## config.mk

```make
export PLATFORM = sky130hd
export DESIGN_NAME = instr_fetch_unit
export DESIGN_NICKNAME = d
export VERILOG_FILES = /design/src/rtl/instr_fetch_unit.sv
export SDC_FILE = /design/constraint.sdc
export NUM_CORES = 1
export LEC_CHECK = 0
export ABC_AREA = 1
export CAP_MARGIN = 20
export CORE_MARGIN = 2
export CORE_UTILIZATION = 35
export CTS_CLUSTER_DIAMETER = 30
export DETAILED_ROUTE_END_ITERATION = 6
export PLACE_DENSITY = 0.7
export REMOVE_ABC_BUFFERS = 1
export SYNTH_ARGS = -nofsm -noshare
export SYNTH_HDL_FRONTEND = slang
export SYNTH_SLANG_ARGS = --single-unit
```

## constraint.sdc

```tcl
create_clock -name clk -period 5.45 [get_ports clk]
set_clock_uncertainty 0.2 [all_clocks]
set_input_delay 1.09 -clock clk [delete_from_list [all_inputs] [get_ports clk]]
set_output_delay 1.09 -clock clk [all_outputs]
set_load 0.02 [all_outputs]
```

## src/rtl/instr_fetch_unit.sv

```systemverilog
// Multicycle instruction-fetch stage: reads instruction memory at pc, latches ir, advances pc.
// Optional misaligned-fetch detection is enabled by defining FETCH_ALIGN_CHECK_EN.
module instr_fetch_unit #(
    parameter logic [31:0] RESET_PC    = 32'h0000_0000,
    parameter int          MEM_LATENCY = 2
) (
    input  logic        clk,
    input  logic        rst,
    input  logic        fetch_req,
    input  logic        pc_load,
    input  logic [31:0] pc_in,
    output logic        mem_rd,
    output logic [31:0] mem_addr,
    input  logic [31:0] mem_rdata,
    output logic [31:0] pc,
    output logic [31:0] ir,
    output logic        instr_valid,
    output logic        busy,
    output logic        fetch_fault,
    output logic [6:0]  opcode,
    output logic [4:0]  rd,
    output logic [2:0]  funct3,
    output logic [4:0]  rs1,
    output logic [4:0]  rs2,
    output logic [6:0]  funct7
);

    localparam int CNT_W = $clog2(MEM_LATENCY + 1);
    localparam logic [CNT_W-1:0] CNT_INIT = CNT_W'(MEM_LATENCY - 1);

    typedef enum logic [1:0] {IDLE, READ, DONE} state_t;

    state_t           state;
    logic [CNT_W-1:0] cnt;

`ifdef FETCH_ALIGN_CHECK_EN
    // The alignment check must see the pc the fetch will actually use.
    logic [31:0] fetch_pc;
    assign fetch_pc = pc_load ? pc_in : pc;
`endif

    always_ff @(posedge clk or posedge rst) begin
        if (rst) begin
            state       <= IDLE;
            pc          <= RESET_PC;
            ir          <= 32'h0;
            cnt         <= '0;
            mem_rd      <= 1'b0;
            busy        <= 1'b0;
            instr_valid <= 1'b0;
            fetch_fault <= 1'b0;
        end else begin
            case (state)
                IDLE: begin
                    if (pc_load)
                        pc <= pc_in;
                    if (fetch_req) begin
`ifdef FETCH_ALIGN_CHECK_EN
                        if (fetch_pc[1:0] != 2'b00) begin
                            state       <= DONE;
                            fetch_fault <= 1'b1;
                        end else begin
`else
                        begin
`endif
                            state  <= READ;
                            cnt    <= CNT_INIT;
                            mem_rd <= 1'b1;
                            busy   <= 1'b1;
                        end
                    end
                end
                READ: begin
                    if (cnt != '0) begin
                        cnt <= cnt - 1'b1;
                    end else begin
                        ir          <= mem_rdata;
                        pc          <= pc + 32'd4;
                        state       <= DONE;
                        mem_rd      <= 1'b0;
                        busy        <= 1'b0;
                        instr_valid <= 1'b1;
                    end
                end
                DONE: begin
                    instr_valid <= 1'b0;
                    fetch_fault <= 1'b0;
                    if (pc_load)
                        pc <= pc_in;
                    state <= IDLE;
                end
                default: state <= IDLE;
            endcase
        end
    end

    assign mem_addr = {pc[31:2], 2'b00};

    assign opcode = ir[6:0];
    assign rd     = ir[11:7];
    assign funct3 = ir[14:12];
    assign rs1    = ir[19:15];
    assign rs2    = ir[24:20];
    assign funct7 = ir[31:25];

endmodule

```

# [After elaboration in Yosys (flattened, before gate mapping)]
# Cells that the tools add are included.
[classes] reduce_logical=12 n_addsub=2 muxes=13 n_eq_ne=6 bitwise=1
[ops] operator="$mux 32" count=2
[ops] operator="$pmux 32 s2" count=1
[ops] operator="$add 32x3->32 const B" count=1
[ops] operator="$reduce_and 3->1" count=3
[ops] operator="$pmux 2 s2" count=2
[ops] operator="$reduce_bool 2->1" count=4
[ops] operator="$mux 2" count=3
[ops] operator="$ne 2x2->1 const B" count=3
[ops] operator="$reduce_and 2->1" count=3
[ops] operator="$pmux 1 s2" count=2
[ops] operator="$mux 1" count=3
[ops] operator="$eq 2x1->1 const B" count=1
[ops] operator="$eq 2x2->1 const B" count=1
[ops] operator="$logic_not 2->1" count=1
[ops] operator="$ne 2x1->1 const B" count=1
[ops] operator="$reduce_or 2->1" count=1
[ops] operator="$sub 2x1->2 const B" count=1
[ops] operator="$not 1->1" count=1
[word_totals] reg_bits=70 input_bits=68 out_inout_bits=132 word_cells=40

# [Depth between registers and ports, before layout]
# Gate-level depths: netlist of run 1.
[logic_depth] ltp_word=4 depth_mapped=10 mapped_depth_nobuf=10

# [Worst setup path after synthesis of run 1]
# Ideal clock, no wire load.
[synth_timing] kind="input to register" start="input port pc_load" end="register pc[3]" arrival_time_ns=1.793 setup_ns=0.130 required_ns=5.120 setup_slack_ns=3.327 path_buffers=1 path_stages=6 cell_sequence="inv_1 nor2_1 nor2_4 inv_4 buf_2 a31oi_1"
[synth_between] elab_chain_cells=2
[synth_lines] element="from (decl)" line_no="10" source="input logic pc_load,"
[synth_lines] element="$ne 2x1->1 (no line)"
[synth_lines] element="$reduce_and 3->1 (no line)"
[synth_lines] element="to (signal assigned)" line_no="56" source="pc <= pc_in;"
[synth_lines] element="to (signal assigned)" line_no="78" source="pc <= pc + 32'd4;"
[synth_lines] element="to (signal assigned)" line_no="89" source="pc <= pc_in;"
[synth_lines] element="to (decl)" line_no="15" source="output logic [31:0] pc,"
# Every way passes these cells.
# A chain may end at the register's enable or synchronous reset.

# [Worst setup path after layout of run 1]
[layout_timing] start="register state[0]" end="register pc[8]"
[layout_between] elab_chain_cells=4 elab_cells_between_ends=9 cone_classes="eq/ne (4); mux (1); reduce/logical (4)"
[layout_lines] element="from (decl)" line_no="33" source="state_t state;"
[layout_lines] element="from (signal assigned)" line_no="44" source="state <= IDLE;"
[layout_lines] element="from (signal assigned)" line_no="66" source="state <= READ;"
[layout_lines] element="from (signal assigned)" line_no="79" source="state <= DONE;"
[layout_lines] element="$eq 2x2->1 / $logic_not 2->1 (equally long branches)" line_no="53" source="case (state)"
[layout_lines] element="$reduce_or 2->1 (no line)"
[layout_lines] element="$ne 2x1->1 (no line) / $reduce_bool 2->1 (equally long branches)"
[layout_lines] element="$reduce_and 3->1 (no line)"
# Parallel ways exist; a longest one is shown, timed or not.

==> flow_summary_export.csv, run 1 <==
group,metric,value,unit
status,outcome,"finished, final reports clean",
clock_tree,cts_root_buffer,"clkbuf_16",
floorplanning,pin_count,200,
detailed_routing,num_vias,4158,
timing,finalMaxSlewViolations,0,
critical_path,critPathLaunchType,"flip-flop",
synth,ys_seq_area_share,40.1,%
detailed_routing,drc,0,
detailed_routing,firstDrtPassIters,4,
clock_tree,clkTransAtPathRegs,60,ps
global_route,track_usage,18.8,%
final_layout,fin_cells,913,
place,place_area,5970,um^2
run,cap_violations,0,
critical_path,cp_data_arrival_time,2980,ps
place,dp_hpwl,9300,um
floorplanning,core_area,12100,um^2
detailed_routing,route.antenna.remaining_nets,0,
floorplanning,initial_core_util,36.1,%
final_layout,mostFrequentLayoutCells,"nand2_1 (232), clkdlybuf4s50_1 (196), dfrtp_1 (69)",
final_layout,design_area,6300,um^2
timing,max_freq,341,MHz
timing,worst_slew_pin_slew,1030,ps
critical_path,worst_setup_path_end_kind,"flip-flop",
critical_path,cp_max_fo,58,
global_route,grt_pass1_vias,3919,
clock_tree,cts_buffer_depth,2,
timing,period_share,53.8,%
clock_tree,cts-buffers-inserted,9,
floorplanning,dieArea,13400,um^2
synth,avgSynthCellArea,7.13,um^2
synth,yosysWarnings,0,
power_and_ir_drop,irDropWorstVdd,341,uV
final_layout,syn_to_final_growth,44.3,%
floorplanning,row_count,40,
synth,synthDistinctLibCells,33,
timing,rsz0062_at_grt,"no",
synth,synth.ff_latch_count,70,
clock_tree,htree_levels,3,
detailed_routing,avgViaCountPerCell,4.55,
power_and_ir_drop,powerDensity,692,nW/um^2
critical_path,cp.required,5500,ps
critical_path,criticalPathCategory,"flip-flop to flip-flop",
final_layout,fillCellCount,1179,
global_route,grt_first_pass_wirelength,19700,um
synth,syn_area,4370,um^2
clock_tree,cts_setup_buffers,0,
clock_tree,clock-sinks,70,
floorplanning,die_h,116,um
clock_tree,hold_buffers,0,
clock_tree,clock_latency,340,ps
detailed_routing,routedWlPerCell,13.7,um
timing,finalHoldViolations,0,
timing,setup_tns,0,ps
final_layout,final_nets,810,
worst_hold_path,min_path_type,"flip-flop to flip-flop",
final_layout,layout_commonest_cell,"nand2_1",
synth,synthCells,613,
final_layout,multiInputGateArea,1870,um^2
timing,relSlewSlack,31.2,%
final_layout,regArea,1750,um^2
timing,fin_crit,2930,ps
place,io_buffer_count,196,
clock_tree,ctsResizeCount,0,
global_route,overflow,0,
power_and_ir_drop,p_leak,2.90,nW
final_layout,antenna_cells,0,
place,numPlacedInstances,896,
global_route,antenna_found_initial,0,
timing,final-setup-viol-count,0,
final_layout,drive_gt1_share,6.44,%
clock_tree,cts_tree,"built",
global_route,grt_max_degree,59,
final_layout,post-route-util,52.0,%
floorplanning,die_w,116,um
detailed_routing,wl,12500,um
place,place_congestion,0.891,
detailed_routing,first_iter_violations,191,
-- area by class of cell --
type	count	share of cell area, %
clock buffer	11	3.69
clock inverter	5	1.31
inverter	44	2.66
multi-input combinational	417	29.6
sequential	70	27.8
tap	168	3.33
timing repair buffer	198	31.6
-- cells in the mapped netlist (all sizes together) --
library cell | instances | area, um^2
o21bai | 4 | 33.8
ha | 2 | 25.0
and2 | 2 | 12.5
xor2 | 1 | 8.76
inv | 44 | 168
a31oi | 1 | 6.26
buf | 82 | 581
clkbuf | 2 | 7.51
or2 | 4 | 25.0
nand2 | 241 | 942
a21oi | 10 | 50.1
a22oi | 2 | 15.0
o21ai | 19 | 95.1
nor3 | 1 | 5.00
nand3 | 38 | 190
conb | 1 | 3.75
dfrtp | 70 | 1750
nor2 | 81 | 398
o22ai | 7 | 43.8
nand4 | 1 | 6.26
-- kinds of logic after synthesis --
group | share of synthesized area (%)
XOR/XNOR | 0.201
flip-flops | 40.1
adder cells (fa/ha/maj) | 0.573
AND/OR/NAND/NOR | 36.2
buffers and inverters | 17.3
other | 0.0859
AO/OA/AOI/OAI | 5.59
-- registers in the layout, summed over array words and instances (netlist names) --
signal       cells
busy             1
cnt              2
instr_valid      1
ir              32
pc              32
state            2
-- worst paths after layout --
path / startpoint / end / slack, ps / cells after the start
hold / removal: pc[0]$_DFFE_PP0P_ / pc[0]$_DFFE_PP0P_ / 280 / 2
setup reg to reg: state[0]$_DFFE_PP0P_ / pc[8]$_DFFE_PP0P_ / 2520 / 6
hold reg to reg: pc[0]$_DFFE_PP0P_ / pc[0]$_DFFE_PP0P_ / 280 / 2
min in group asynchronous: rst / pc[5]$_DFFE_PP0P_ / 890 / 2
max in group asynchronous: rst / state[0]$_DFFE_PP0P_ / 3230 / 4
setup / recovery: state[0]$_DFFE_PP0P_ / pc[8]$_DFFE_PP0P_ / 2520 / 6
-- power by group --
| part | internal [mW] | leakage, nW | switching (mW) |
|---|---|---|---|
| combinational | 1.13 | 1.91 | 1.43 |
| sequential | 0.782 | 0.837 | 0.385 |
| clock | 0.403 | 0.154 | 0.231 |
| total | 2.31 | 2.90 | 2.05 |
-- routing by layer --
metal  part of all wire, %  global-route usage, %  vias up
met2                    49                   31.9      158
li1                      -                      -     2074
met3                   8.1                   6.17       17
met4                   1.5                   6.11        0
met5                     0                      0        -
met1                    41                   22.6     1909
-- worst max-delay path, cell delays in order (launching register included) --
cell and delay, ps:
dfrtp_2 1040, nand2_2 250, nor2_8 460, nor2_4 250, inv_4 290, o21ai_0 140, a22oi_1 180
-- stage by stage --
step | hold slack, ps | setup slack (ps) | power [mW]
after global routing | 318 | 2280 | 4.66
after floorplan | 307 | 2390 | 2.46
final | 279 | 2520 | 4.36
after global placement | 264 | 2290 | 3.69
after detailed placement | 270 | 2270 | 3.75
after CTS | 282 | 2510 | 4.40
No activity file was read; power rests on OpenSTA's default activity.
==> run 2, diff against run 1 <==
--- a/config.mk
+++ b/config.mk
@@ -11,7 +11,7 @@
 export CORE_UTILIZATION = 35
 export CTS_CLUSTER_DIAMETER = 30
 export DETAILED_ROUTE_END_ITERATION = 6
-export PLACE_DENSITY = 0.7
+export PLACE_DENSITY = 0.72
 export REMOVE_ABC_BUFFERS = 1
 export SYNTH_ARGS = -nofsm -noshare
 export SYNTH_HDL_FRONTEND = slang
==> constraint.sdc (replaced) <==
create_clock -name clk -period 2.45 [get_ports clk]
set_clock_uncertainty 0.2 [all_clocks]
set_input_delay 0.49 -clock clk [delete_from_list [all_inputs] [get_ports clk]]
set_output_delay 0.49 -clock clk [all_outputs]
set_load 0.02 [all_outputs]
==> run 2 against run 1 <==
Compared with the run above: global-route usage is 0.19 points higher; register-to-register slack worse by 2200 ps; critical path depth decreased by 5; sequential power is 110% higher; non-clock buffer count up 6; critical path type is now flip-flop to output pin; utilization is 0.15 points higher; cell area rose by 0.30%.
==> flow_summary_export.csv, run 2 (synthesis gave the netlist of run 1 again) <==
group,metric,value,unit
final_layout,syn_to_final_growth,44.7,%
place,io_buffer_count,196,
clock_tree,clock-sinks,70,
timing,relSlewSlack,63.3,%
timing,fin_crit,2160,ps
global_route,overflow,0,
detailed_routing,firstDrtPassIters,5,
floorplanning,die_w,116,um
timing,max_freq,463,MHz
floorplanning,die_h,116,um
power_and_ir_drop,powerDensity,1530,nW/um^2
final_layout,top_regs,"ir (32), pc (32)",
timing,period_share,88.2,%
final_layout,multiInputGateArea,1870,um^2
final_layout,fin_cells,919,
detailed_routing,drc,0,
timing,worst_slew_pin_slew,550,ps
timing,hold_ws,279,ps
final_layout,mostFrequentLayoutCells,"nand2_1 (232), clkdlybuf4s50_1 (196), dfrtp_1 (69)",
critical_path,worst_setup_path_end_kind,"output pin",
clock_tree,htree_levels,3,
detailed_routing,num_vias,4180,
timing,finalMaxSlewViolations,0,
power_and_ir_drop,p_leak,2.91,nW
global_route,grt_pass1_vias,4130,
global_route,grt_max_degree,38,
worst_hold_path,hold_path_depth,2,
worst_hold_path,min_path_type,"flip-flop to flip-flop",
final_layout,layout_commonest_cell,"nand2_1",
status,outcome,"finished, final reports clean",
floorplanning,core_area,12100,um^2
floorplanning,initial_core_util,36.1,%
global_route,track_usage,19.0,%
place,numPlacedInstances,903,
critical_path,cp_max_fo,7,
place,dp_hpwl,9530,um
floorplanning,dieArea,13400,um^2
critical_path,critPathLaunchType,"flip-flop",
critical_path,criticalPathCategory,"flip-flop to output pin",
run,cap_violations,0,
detailed_routing,first_iter_violations,170,
clock_tree,cts-buffers-inserted,9,
critical_path,path_depth,1,
clock_tree,clock_latency,330,ps
critical_path,cp_data_arrival_time,1470,ps
critical_path,max_stage_delay,660,ps
critical_path,cp_slowest_cell,"clkdlybuf4s50_1",
final_layout,antenna_cells,0,
power_and_ir_drop,total_power,9.69,mW
timing,final-setup-viol-count,0,
global_route,antenna_found_initial,0,
clock_tree,cts_buffer_depth,2,
critical_path,cp.required,1760,ps
critical_path,cpLargestDelayFamily,"buffers and inverters",
critical_path,cp_num_buf_inv,1,
final_layout,regArea,1750,um^2
detailed_routing,avgViaCountPerCell,4.55,
critical_path,path_cells,"clkdlybuf4s50_1",
critical_path,reg2regPathDepth,8,
power_and_ir_drop,irDropWorstVdd,793,uV
final_layout,final_nets,816,
clock_tree,cts_setup_buffers,0,
detailed_routing,wl,12600,um
timing,rsz0062_at_grt,"no",
clock_tree,cts_tree,"built",
clock_tree,cts_root_buffer,"clkbuf_16",
timing,finalHoldViolations,0,
final_layout,drive_gt1_share,7.32,%
place,place_congestion,0.900,
final_layout,fillCellCount,1184,
detailed_routing,route.antenna.remaining_nets,0,
clock_tree,clkTransAtPathRegs,60,ps
floorplanning,row_count,40,
floorplanning,pin_count,200,
global_route,grt_first_pass_wirelength,20000,um
clock_tree,hold_buffers,0,
detailed_routing,routedWlPerCell,13.7,um
timing,setup_tns,0,ps
clock_tree,ctsResizeCount,0,
-- run 2: area by class of cell --
type                       count  area share, %
multi-input combinational    417           29.5
clock buffer                  11           3.84
tap                          168           3.32
inverter                      44           2.65
clock inverter                 5          0.930
sequential                    70           27.7
timing repair buffer         204           32.0
-- run 2: final timing paths --
check / from / end / slack [ps]
max reg2reg: cnt[0]$_DFFE_PP0P_ / ir[7]$_DFFE_PP0P_ / 370
max in group asynchronous: rst / state[0]$_DFFE_PP0P_ / 1240
min: pc[0]$_DFFE_PP0P_ / pc[0]$_DFFE_PP0P_ / 280
min reg2reg: pc[0]$_DFFE_PP0P_ / pc[0]$_DFFE_PP0P_ / 280
min in group asynchronous: rst / ir[19]$_DFFE_PP0P_ / 400
max: pc[9]$_DFFE_PP0P_ / mem_addr[9] / 290
-- run 2: metal layers --
metal  vias to the layer above  GRT usage (%)  wire length (um)
li1                       2089              -                 -
met3                        14           6.75               989
met4                         0           4.44               147
met1                      1913           22.5              5190
met2                       164           33.2              6300
met5                         -              0                 0
-- run 2: report_power, final --
part,internal [mW],leakage [nW],switching (mW)
combinational,2.56,1.94,3.33
sequential,1.74,0.837,0.729
clock,0.817,0.142,0.514
-- run 2: metrics by stage --
step	setup slack [ps]	utilization [%]	area, um^2
final	290	52.2	6320
after global placement	285	49.7	6020
after CTS	262	52.2	6320
after global routing	173	52.2	6320
after floorplan	-224	-	3790
after detailed placement	263	49.7	6020
